<file path="src/rtl/minterm_sweeper.sv">
// minterm_sweeper: steps a 4-input function through all 16 input vectors,
// captures its truth table and scores it against a golden minterm mask.
module minterm_sweeper #(
    parameter logic [15:0] EXPECTED = 16'hA5F5,
    parameter int unsigned SETTLE   = 1
) (
    input  logic        clk,
    input  logic        rst,
    input  logic        start,
    output logic        A,
    output logic        B,
    output logic        C,
    output logic        D,
    input  logic        O,
    output logic        busy,
    output logic        done,
    output logic        pass,
    output logic [15:0] mask,
    output logic [4:0]  mismatches,
    output logic [3:0]  fail_idx
);

    localparam logic [1:0] S_IDLE   = 2'd0;
    localparam logic [1:0] S_HOLD   = 2'd1;
    localparam logic [1:0] S_SAMPLE = 2'd2;
    localparam logic [1:0] S_DONE   = 2'd3;

    // Last settle count before sampling; unused when SETTLE is 0.
    localparam logic [3:0] HOLD_LAST = 4'((SETTLE == 0) ? 0 : SETTLE - 1);
    // With no settle time every vector goes straight to sampling.
    localparam logic [1:0] S_VEC = (SETTLE == 0) ? S_SAMPLE : S_HOLD;

    logic [1:0]  r_state;
    logic [3:0]  r_idx;
    logic [3:0]  r_cnt;
    logic [15:0] r_mask;
    logic [4:0]  r_mism;
    logic [3:0]  r_fidx;
    logic        r_pass;

    logic        w_busy;
    logic        w_miss;

    assign w_busy = (r_state == S_HOLD) || (r_state == S_SAMPLE);
    assign w_miss = (O != EXPECTED[r_idx]);

    // Stimulus is only presented while a sweep is running.
    assign {A, B, C, D} = w_busy ? r_idx : 4'd0;
    assign busy         = w_busy;
    assign done         = (r_state == S_DONE);
    assign pass         = r_pass;
    assign mask         = r_mask;
    assign mismatches   = r_mism;
    assign fail_idx     = r_fidx;

    // Sweep sequencer: settle, sample, score, advance.
    always_ff @(posedge clk) begin
        if (rst) begin
            r_state <= S_IDLE;
            r_idx   <= 4'd0;
            r_cnt   <= 4'd0;
            r_mask  <= 16'd0;
            r_mism  <= 5'd0;
            r_fidx  <= 4'd0;
            r_pass  <= 1'b0;
        end else begin
            case (r_state)
                S_IDLE, S_DONE: begin
                    if (start) begin
                        r_state <= S_VEC;
                        r_idx   <= 4'd0;
                        r_cnt   <= 4'd0;
                        r_mask  <= 16'd0;
                        r_mism  <= 5'd0;
                        r_fidx  <= 4'd0;
                        r_pass  <= 1'b0;
                    end
                end
                S_HOLD: begin
                    if (r_cnt == HOLD_LAST) begin
                        r_state <= S_SAMPLE;
                        r_cnt   <= 4'd0;
                    end else begin
                        r_cnt <= r_cnt + 4'd1;
                    end
                end
                S_SAMPLE: begin
                    r_mask[r_idx] <= O;
                    if (w_miss) begin
                        if (r_mism != 5'd16) begin
                            r_mism <= r_mism + 5'd1;
                        end
                        if (r_mism == 5'd0) begin
                            r_fidx <= r_idx;
                        end
                    end
                    if (r_idx == 4'd15) begin
                        r_state <= S_DONE;
                        r_pass  <= (r_mism == 5'd0) && !w_miss;
                    end else begin
                        r_idx   <= r_idx + 4'd1;
                        r_cnt   <= 4'd0;
                        r_state <= S_VEC;
                    end
                end
                default: r_state <= S_IDLE;
            endcase
        end
    end

endmodule

</file>
<file path="config.mk">
export PLATFORM = sky130hd
export DESIGN_NAME = minterm_sweeper
export DESIGN_NICKNAME = d
export VERILOG_FILES = /design/src/rtl/minterm_sweeper.sv
export SDC_FILE = /design/constraint.sdc
export NUM_CORES = 1
export LEC_CHECK = 0
export ABC_AREA = 1
export CAP_MARGIN = 0
export CELL_PAD_IN_SITES_DETAIL_PLACEMENT = 1
export CELL_PAD_IN_SITES_GLOBAL_PLACEMENT = 1
export CORE_AREA = 5 5 86 88
export CTS_CLUSTER_DIAMETER = 30
export CTS_CLUSTER_SIZE = 8
export DETAILED_ROUTE_END_ITERATION = 10
export DIE_AREA = 0 0 91 93
export PLACE_DENSITY = 0.76
export SETUP_SLACK_MARGIN = 0.2
export SYNTH_ARGS = -nofsm -noshare
export SYNTH_HDL_FRONTEND = slang
export SYNTH_SLANG_ARGS = --single-unit
</file>
<file path="constraint.sdc">
create_clock -name clk -period 2 [get_ports clk]
set_input_delay 0.5 -clock clk [delete_from_list [all_inputs] [get_ports clk]]
set_output_delay 0.5 -clock clk [all_outputs]
set_load 0.05 [all_outputs]
</file>
Yosys cells after proc, flatten, opt, wreduce, memory -nomap -nowiden
Memories as Yosys holds them, arrays and structs flattened. A register that Yosys moved wholly into a read port is not among the register bits.
Index checks and enable logic that the tools add are counted.
Word-level totals
  ROM bits: 16
  output and inout port bits: 32
  bits in registers: 36
  memories kept: 1
  word-level logic and storage cells: 71
  bits of input ports: 4
Operators by class
  reduce and logical (&&, ||, !) cells: 16
  order comparisons: 2
  multiplexer cells: 29
  equal/unequal tests: 13
  add/subtract/negate cells: 3
Memory list
  (name not given): words 16, bits a word 1, read ports 1, clocked after Yosys merged registers in 1, wr ports 0, RTL line 45  | assign w_miss = (O != EXPECTED[r_idx]);
Operators with widths (count)
  4-bit 2-to-1 mux: 9
  16-bit case mux with 2 select lines: 1
  16-bit bitwise mux: 1
  16-bit 2-to-1 mux: 1
  4-bit case mux with 2 select lines: 2
  5-bit 2-to-1 mux: 3
  4-bit case mux with 3 select lines: 1
  5-bit case mux with 2 select lines: 1
  4-bit by 1-bit adder with 4-bit output, second input constant: 2
  2-bit by 1-bit inequality test with 1-bit output, second input constant: 4
  4-bit AND reduction: 2
  2-bit 2-to-1 mux: 3
  2-bit inequality test, second input constant: 3
  2-bit case mux with 3 select lines: 1
  2-bit AND reduction: 3
  3-bit AND reduction: 2
  5-bit by 1-bit adder with 5-bit output, second input constant: 1
  5-bit logical NOT: 1
  4-bit by 5-bit < comparator with 1-bit output, second input constant: 1
  5-bit inequality test, second input constant: 1
  1-bit demux with 4-bit select: 1
  2-bit == test, second input constant: 2
  4-bit == test, second input constant: 1
  4-bit by 1-bit greater-or-equal comparator with 1-bit output, second input constant: 1
  11 further kinds: 15

Logic depth before layout (Yosys ltp)
Gate-level depths: netlist of run 1.
  depth after elaboration: 7
  mapped depth: 15
  depth with buffers taken out: 15

Least setup slack after synthesis of run 1
OpenSTA, ideal clock, no wires.
  kind: register -> register
  start: register r_state[0]
  end: register (tool-made name)
  setup time: 0.112 ns
  slack: -0.157 ns
  path buffers: 0
  data arrival time: 2.045 ns
  cell stages (with the launch flop): 14
  period minus slack after synthesis: 2.157 ns
  required time: 1.888 ns
  cells stage by stage: dfxtp_1 inv_1 ha_1 inv_2 nand2_2 nand2_4 nand2_2 o21ai_0 nand2_1 nor2_1 inv_1 ha_1 nand3_1 nand2_1
RTL lines
  start: declaration: RTL line 33  | logic [1:0] r_state;
  start signal: assignment: RTL line 59  | r_state <= S_IDLE;
  start signal: assignment: RTL line 70  | r_state <= S_VEC;
  start signal: assignment: RTL line 81  | r_state <= S_SAMPLE;

Worst setup path in the final report of run 1
  start: register r_state[0]
  end: output C
On the way
  longest elaborated chain between the ends: 3
  elaborated cells between the ends (all ways): 4
  classes of those cells: eq/ne: 2; mux: 1; reduce/logical: 1
RTL lines
  2-bit by 1-bit == test with 1-bit output or 2-bit == test (tied branches): RTL line 44  | assign w_busy = (r_state == S_HOLD) || (r_state == S_SAMPLE);
  1-bit logical OR (*): RTL line 44
  4-bit 2-to-1 mux (*): RTL line 48  | assign {A, B, C, D} = w_busy ? r_idx : 4'd0;
  end: declaration: RTL line 12  | output logic C,
Every way passes the cells marked *; elsewhere a longest branch is shown, timed or not.

==> summary.txt, run 1 <==
Floorplanning
  • Initial Util: 0.314
  • # rows: 30
  • # IOs: 36
  • Die height: 93 um
  • Core Area: 6570 um^2
  • Die W: slightly above 90 um
  • Die footprint: around 8500 um^2

Setup path
  • Reg2reg start: r_state[0]$_SDFFE_PP0P_
  • CP Launch Type: register
  • Peak fanout along the critical path: 7
  • R2r setup slk: roughly 0.12 ns
  • CP top delay family: flip-flops
  • Setup CP Type: reg2out
  • Bufs and invs on worst path: 3
  • Slowest CP cell: dfxtp_2
  • CP Data Arrival Time: around 1.4 ns
  • Setup crit end kind: output pin
  • WP data required: 1.50 ns
  • Slowest stage delay, CP: around 0.36 ns
  • Crit-path cells: inv_4, ha_4, buf_4, nor2_4, buf_12
  • Reg2Reg Depth: 12

Pwr
  • Total power: ~0.0024 W
  • Maximum resistive drop on vdd: around 420 uV
  • Pwr dens: between 800 and 900 nW/um^2
  • Static Leakage: roughly 1.3 nW

Global route
  • Met1 Use GR: 0.175
  • GR Util met3: 0.0298
  • Largest net degree at the start of global routing: 17
  • Most Crowded Layer GR: met2
  • Vias in the first global route: around 2200
  • Met2 GRT Util: 0.263
  • Total grt overflow: 0
  • Global-route wire length before repair: between 10 and 15 mm
  • Initial antenna violation count: 0
  • Total Routing Usage GR: 0.146

CTS
  • Num CTS Buffers: 5
  • Reg clk slew, reported paths: ~0.080 ns
  • Clk_lat worst skew: approximately 0.29 ns
  • Clk root buf: clkbuf_8
  • CTS Hold Bufs: 0
  • CTS tree: done
  • Clock buffer depth: 2
  • Clock sinks: 37
  • H-tree depth: 2

Finish
  • Nets@finish: around 380
  • Final instance area: between 2000 and 3000 um^2
  • Filler cells: 825
  • Layout area overhead: 37.7%
  • ANT cells: 0
  • Layout cell share with drive strength beyond 1: 0.250

Timing
  • Slew @ Worst Pin: 0.485 ns
  • Crit share post-route: 0.949
  • Final Max Slew Viols: 0
  • Endpoints failing setup: 0
  • Unrepaired setup endpoints after global routing: yes
  • Setup TNS: 0 ns
  • Relative slew slack: 0.678
  • Setup Skew: a little under 0.008 ns
  • Fmax: 0.527 GHz
  • Final min period: roughly 1.9 ns
  • Slack of the critical path: between 0.1 and 0.15 ns
  • Hold slack: about 0.47 ns
  • Hold Fails Final Rpt: 0

Drt
  • Final antenna-violating net count: 0
  • DR pass1 iterations: 4
  • DRC errors left: 0
  • Drt total wl: about 6 mm
  • Via count: roughly 2100
  • DR iter-0 viols: 85
  • Vias per cell: 4.80
  • Post-DR wirelength/cell: ~14 um

Placement
  • Area after DPL: 2610 um^2
  • # port buffers: 35
  • DPL Wire Length: about 4.6 mm
  • Placement Setup Slack: -0.247 ns
  • Gpl congestion: between 0.8 and 0.9

Synth
  • Synthesized area: around 2100 um^2
  • Synth unique cells: 24
  • Avg Cell Area, Syn: a little under 7 um^2
  • Mapped Cells: 305
  • Register bit total from synthesis: 37
  • Synthesis Warnings: 0
  • Synthesized Nets: 323
  • Post-synthesis sequential area ratio: 0.359

Hold path
  • Hold_sp: mask[5]$_SDFFE_PP0P_
  • WHS Endpoint: mask[5]$_SDFFE_PP0P_
  • Worst min-delay path category: reg2reg
  • Hold Path Stages: 2

Status
  • Status: complete, no violations

Job
  • Max_cap viols: 0
layout by cell type (no fill, tap or decap):
cell	Yosys	routed
dfxtp_1	37	35
nor3_1	1	1
inv_2	2	2
buf_12	0	6
nor2_2	0	2
nand2_1	82	81
clkinvlp_4	0	1
a21oi_2	1	1
o21ai_0	24	22
nor2_1	35	30
inv_1	35	33
bufinv_16	0	1
nand3_1	18	18
clkdlybuf4s50_1	0	3
ha_2	0	1
inv_8	0	1
nand4_1	7	7
ha_4	0	1
nor2_4	1	4
dfxtp_2	0	2
buf_4	1	49
nor2_8	1	1
dlygate4sd2_1	0	1
nand2_4	2	4
o21ai_2	0	1
nand2_2	5	4
a21oi_1	28	28
clkbuf_8	0	6
buf_6	0	1
nand3_2	1	1
inv_4	1	2
ha_1	14	12
o21ai_1	1	2
report_power, final:
part	switching [W]	internal, W	total [W]
Sequential	0.0000444	0.000789	0.000834
Clock	0.000287	0.000406	0.000693
Combinational	0.000565	0.000355	0.000920
Total	0.000896	0.00155	0.00245
synthesized netlist by cell type, drive strengths merged:
master  number  area [um^2]
clkbuf       5         20.0
buf          4         32.5
nand3       19          100
nand2       89          362
dfxtp       37          741
nand4        7         43.8
a21oi       29          149
o21ai       25          125
inv         38          145
nor2        37          163
nor3         1         5.00
ha          14          175
flip-flops by register name, indices dropped and copies added, names as in the netlist, named ones only:
register,count
pass,1
r_cnt,4
fail_idx,4
mismatches,5
mask,16
r_state,2
r_idx,4
kinds of logic after synthesis:
family,after synthesis,synth area share
adder cells (fa/ha/maj),14,0.0850
buffers and inverters,47,0.0959
flip-flops,37,0.359
AND/OR/NAND/NOR,153,0.327
AO/OA/AOI/OAI,54,0.133
how the worst max path moves through the flow:
stage	depth (start not counted)	end	from	slack (ns)
floorplan	3	A	r_state[0]$_SDFFE_PP0P_	0.09
global placement	11	register	start	-0.14
detailed placement	11	register	start	-0.25
CTS	12	register	r_state[0]$_SDFFE_PP0P_	0.08
global route	12	register	r_state[0]$_SDFFE_PP0P_	0.01
finish	5	C	r_state[0]$_SDFFE_PP0P_	0.10
cell type report:
type                    count  area [um^2]  area share
flip-flops and latches     37          743       0.262
clock buffers               6         82.6      0.0291
inverters                  38          155      0.0547
well taps                  80          100      0.0353
clock inverters             2         37.5      0.0132
multi-input cells         221         1180       0.416
repair buffers             60          538       0.190
routing by layer:
layer  vias up  wire length, um
li1       1080                -
met1      1017             2720
met2        30             3050
met3         6              203
met4         0               59
met5         -                0
tightest hold or removal path, stage by stage, from the launching register on:
cell	delay, ns
dfxtp_1	0.32
nand2_1	0.06
a21oi_1	0.05
repair_timing:
| action | in CTS | in global routing |
|---|---|---|
| setup endpoints to repair | 6 | 5 |
| gates resized for setup | 7 | 15 |
| hold endpoints to repair | 0 | 0 |
| pin swaps | 2 | 6 |
| buffers inserted | 0 | 7 |
through the flow:
stage | utilization | cells
2_1_floorplan | - | 305
3_3_place_gp | 0.398 | 429
3_5_place_dp | 0.398 | 429
4_1_cts | 0.417 | 437
5_1_grt | 0.432 | 444
6_report | 0.432 | 444
No activity file was read; power rests on OpenSTA's default activity.
==> inputs of run 2 (changes only) <==
CORE_AREA = 5 5 81 83   (was 5 5 86 88)
DIE_AREA = 0 0 86 88   (was 0 0 91 93)
PLACE_DENSITY = 0.82   (was 0.76)
clock period = 2.1 ns   (was 2 ns; I/O delays follow)
==> run 2 against run 1 <==
  * Design area shrank 1.7%
  * Wire length shrank 1.6%
  * Sequential power shrank 3.5%
  * Power shrank 12%
  * Worst hold slack lost 0.0090 ns
  * Register-to-register slack is essentially flat
  * Cell count shrank 2.3%
  * Clock power shrank 27%
  * Via count shrank 2.6%
  * First-iteration DRC count shrank 20%
  * Global-route usage grew 1.5 points
  * Sequential share of layout area grew 0.54 points
  * Largest cell class unchanged
  * Largest power group unchanged
==> summary.txt, run 2 (same netlist as run 1, synthesis figures left out) <==
CTS
  • H-tree depth: 2 (unchanged)
  • Clk_lat worst skew: 0.29 ns (about the same)
  • Clk root buf: clkbuf_8
  • Clock sinks: 37 (unchanged)
  • Clock buffer depth: 2 (unchanged)
  • Num CTS Buffers: 5 (unchanged)
  • CTS tree: done
  • CTS Hold Bufs: 0 (unchanged)
  • Reg clk slew, reported paths: 0.08 ns (about the same)

Drt
  • DR pass1 iterations: 4 (unchanged)
  • Drt total wl: 5.93 mm (-1.6%)
  • Post-DR wirelength/cell: 13.7 um (+0.67%)
  • Vias per cell: 4.79 (-0.38%)
  • Via count: 2077 (-2.6%)
  • Final antenna-violating net count: 0 (unchanged)
  • DR iter-0 viols: 68 (-20%)
  • DRC errors left: 0 (unchanged)

Placement
  • DPL Wire Length: 4.28 mm (-6.1%)
  • # port buffers: 35 (unchanged)
  • Gpl congestion: 0.810 (-4.2%)

Timing
  • Hold slack: 0.457 ns (-0.00898 ns)
  • Slew @ Worst Pin: 0.495 ns (+0.0103 ns)
  • Final Max Slew Viols: 0 (unchanged)
  • Unrepaired setup endpoints after global routing: yes
  • Hold Fails Final Rpt: 0 (unchanged)
  • Final min period: roughly 2.0 ns
  • Relative slew slack: 0.671 (-0.00682)
  • Fmax: about 0.5 GHz
  • Crit share post-route: 0.948
  • Endpoints failing setup: 0 (unchanged)
  • Setup Skew: 0.00712 ns (-0.000693 ns)

Hold path
  • Worst min-delay path category: reg2reg

Floorplanning
  • Core Area: 5780 um^2 (-12%)
  • # rows: 28 (-6.7%)
  • Initial Util: 0.356 (+0.0428)
  • # IOs: 36 (unchanged)
  • Die W: 86 um (-5.5%)
  • Die height: 88 um (-5.4%)
  • Die footprint: 7570 um^2 (-11%)

Finish
  • Layout area overhead: 35.4%
  • Most frequent cells in the layout: nand2_1, dfxtp_1, inv_1, nor2_1, a21oi_1
  • Layout cell share with drive strength beyond 1: 0.187 (-0.0634)
  • Most common cell after layout, fill and taps aside: nand2_1
  • Nets@finish: 376 (-1.3%)
  • ANT cells: 0 (unchanged)
  • Max reg flops: 16 (unchanged)

Pwr
  • Comb pwr share: 0.391 (+0.015)
  • Internal: 0.00129 W (-16%)
  • Sw power: 0.000854 W (-4.7%)
  • Part of the power in the clock network: 0.234 (-0.049)
  • Maximum resistive drop on vdd: 369 uV (-13%)
  • Pwr dens: 770 nW/um^2 (-11%)
  • Static Leakage: 1.28 nW (+1.8%)
  • Flop pwr share: 0.375 (+0.034)
  • Total power: 0.00215 W (-12%)
  • Sw frac: 0.397 (+0.0310)

Global route
  • Largest net degree at the start of global routing: 17 (unchanged)
  • Total Routing Usage GR: 0.161 (+0.0149)
  • Vias in the first global route: 2095 (-3.8%)
  • Initial antenna violation count: 0 (unchanged)
  • Total grt overflow: 0 (unchanged)
  • Global-route wire length before repair: 9.72 mm (-4.9%)

Setup path
  • WP data required: 2.29 ns (+0.79 ns)
  • Peak fanout along the critical path: 6 (-1)
  • CP Data Arrival Time: 2.18 ns (+0.78 ns)
  • Setup crit end kind: register
  • CP Launch Type: register
  • Setup CP Type: reg2reg

Status
  • Status: complete, no violations

Job
  • Max_cap viols: 0 (unchanged)
==> run 2: cell types whose count changed in the layout (fill, tap and decap cells not counted), sizes merged <==
cell | previous run | this run
buf | 56 | 31
bufinv | 1 | 0
clkbuf | 6 | 5
clkinv | 0 | 3
dlygate4sd2 | 1 | 21
inv | 38 | 37
==> run 2: critical path: stages (launching register included) <==
cell     delay (ns)
dfxtp_1        0.47
ha_1           0.27
nand4_1        0.21
nand2_4        0.16
inv_1          0.06
o21ai_1        0.21
nor2_1         0.08
ha_1           0.29
nand3_2        0.08
nand2_1        0.05
==> run 2: layout make-up <==
| type | count | area (um^2) |
|---|---|---|
| Clock buffer | 5 | 68.8 |
| Multi-Input combinational cell | 221 | 1200 |
| Fill cell | 764 | 2990 |
| Clock inverter | 3 | 17.5 |
| Tap cell | 75 | 93.8 |
| Sequential cell | 37 | 746 |
| Timing Repair Buffer | 55 | 509 |
| Inverter | 38 | 155 |
==> run 2: worst paths after layout <==
check                                      startpoint                    to  slack [ns]  depth (start not counted)
worst max-delay path            r_idx[0]$_SDFFE_PP0N_              register        0.11                          9
worst min-delay path             mask[8]$_SDFFE_PP0P_  mask[8]$_SDFFE_PP0P_        0.46                          2
worst max register to register  r_idx[0]$_SDFFE_PP0N_              register        0.11                          9
worst min register to register   mask[8]$_SDFFE_PP0P_  mask[8]$_SDFFE_PP0P_        0.46                          2
==> run 2: timing repair <==
item,CTS,global route
endpoints found under the setup margin,27,5
setup buffers,0,10
resized for setup,30,17
pin swaps,1,10
==> run 2: stage by stage <==
stage                     utilization  setup slack [ns]  instance area (um^2)  std cells  TNS (ns)
final                           0.483             0.109                  2790        434         0
after global routing            0.483           -0.0325                  2790        434   -0.0325
after CTS                       0.459             0.115                  2650        424         0
after detailed placement        0.446            -0.192                  2580        416    -0.192
after global placement          0.446           -0.0518                  2580        416   -0.0518
after floorplan                     -             0.168                  2080        305         0
==> run 2: metal layers <==
metal  routed length (um)  vias to the layer above  track usage
li1                     -                     1072            -
met1                 2690                      958        0.199
met2                 2910                       40        0.282
met3                  257                        7       0.0329
met4                   74                        0       0.0475
met5                    0                        -            0
==> run 2: power by group through the flow <==
stage          registers [W]  clock network, W  logic [W]
2_1_floorplan       0.000890                 0   0.000432
3_3_place_gp        0.000815                 0   0.000725
3_5_place_dp        0.000816                 0   0.000744
4_1_cts             0.000801          0.000530   0.000742
5_1_grt             0.000812          0.000560   0.000914
6_report            0.000805          0.000504   0.000839
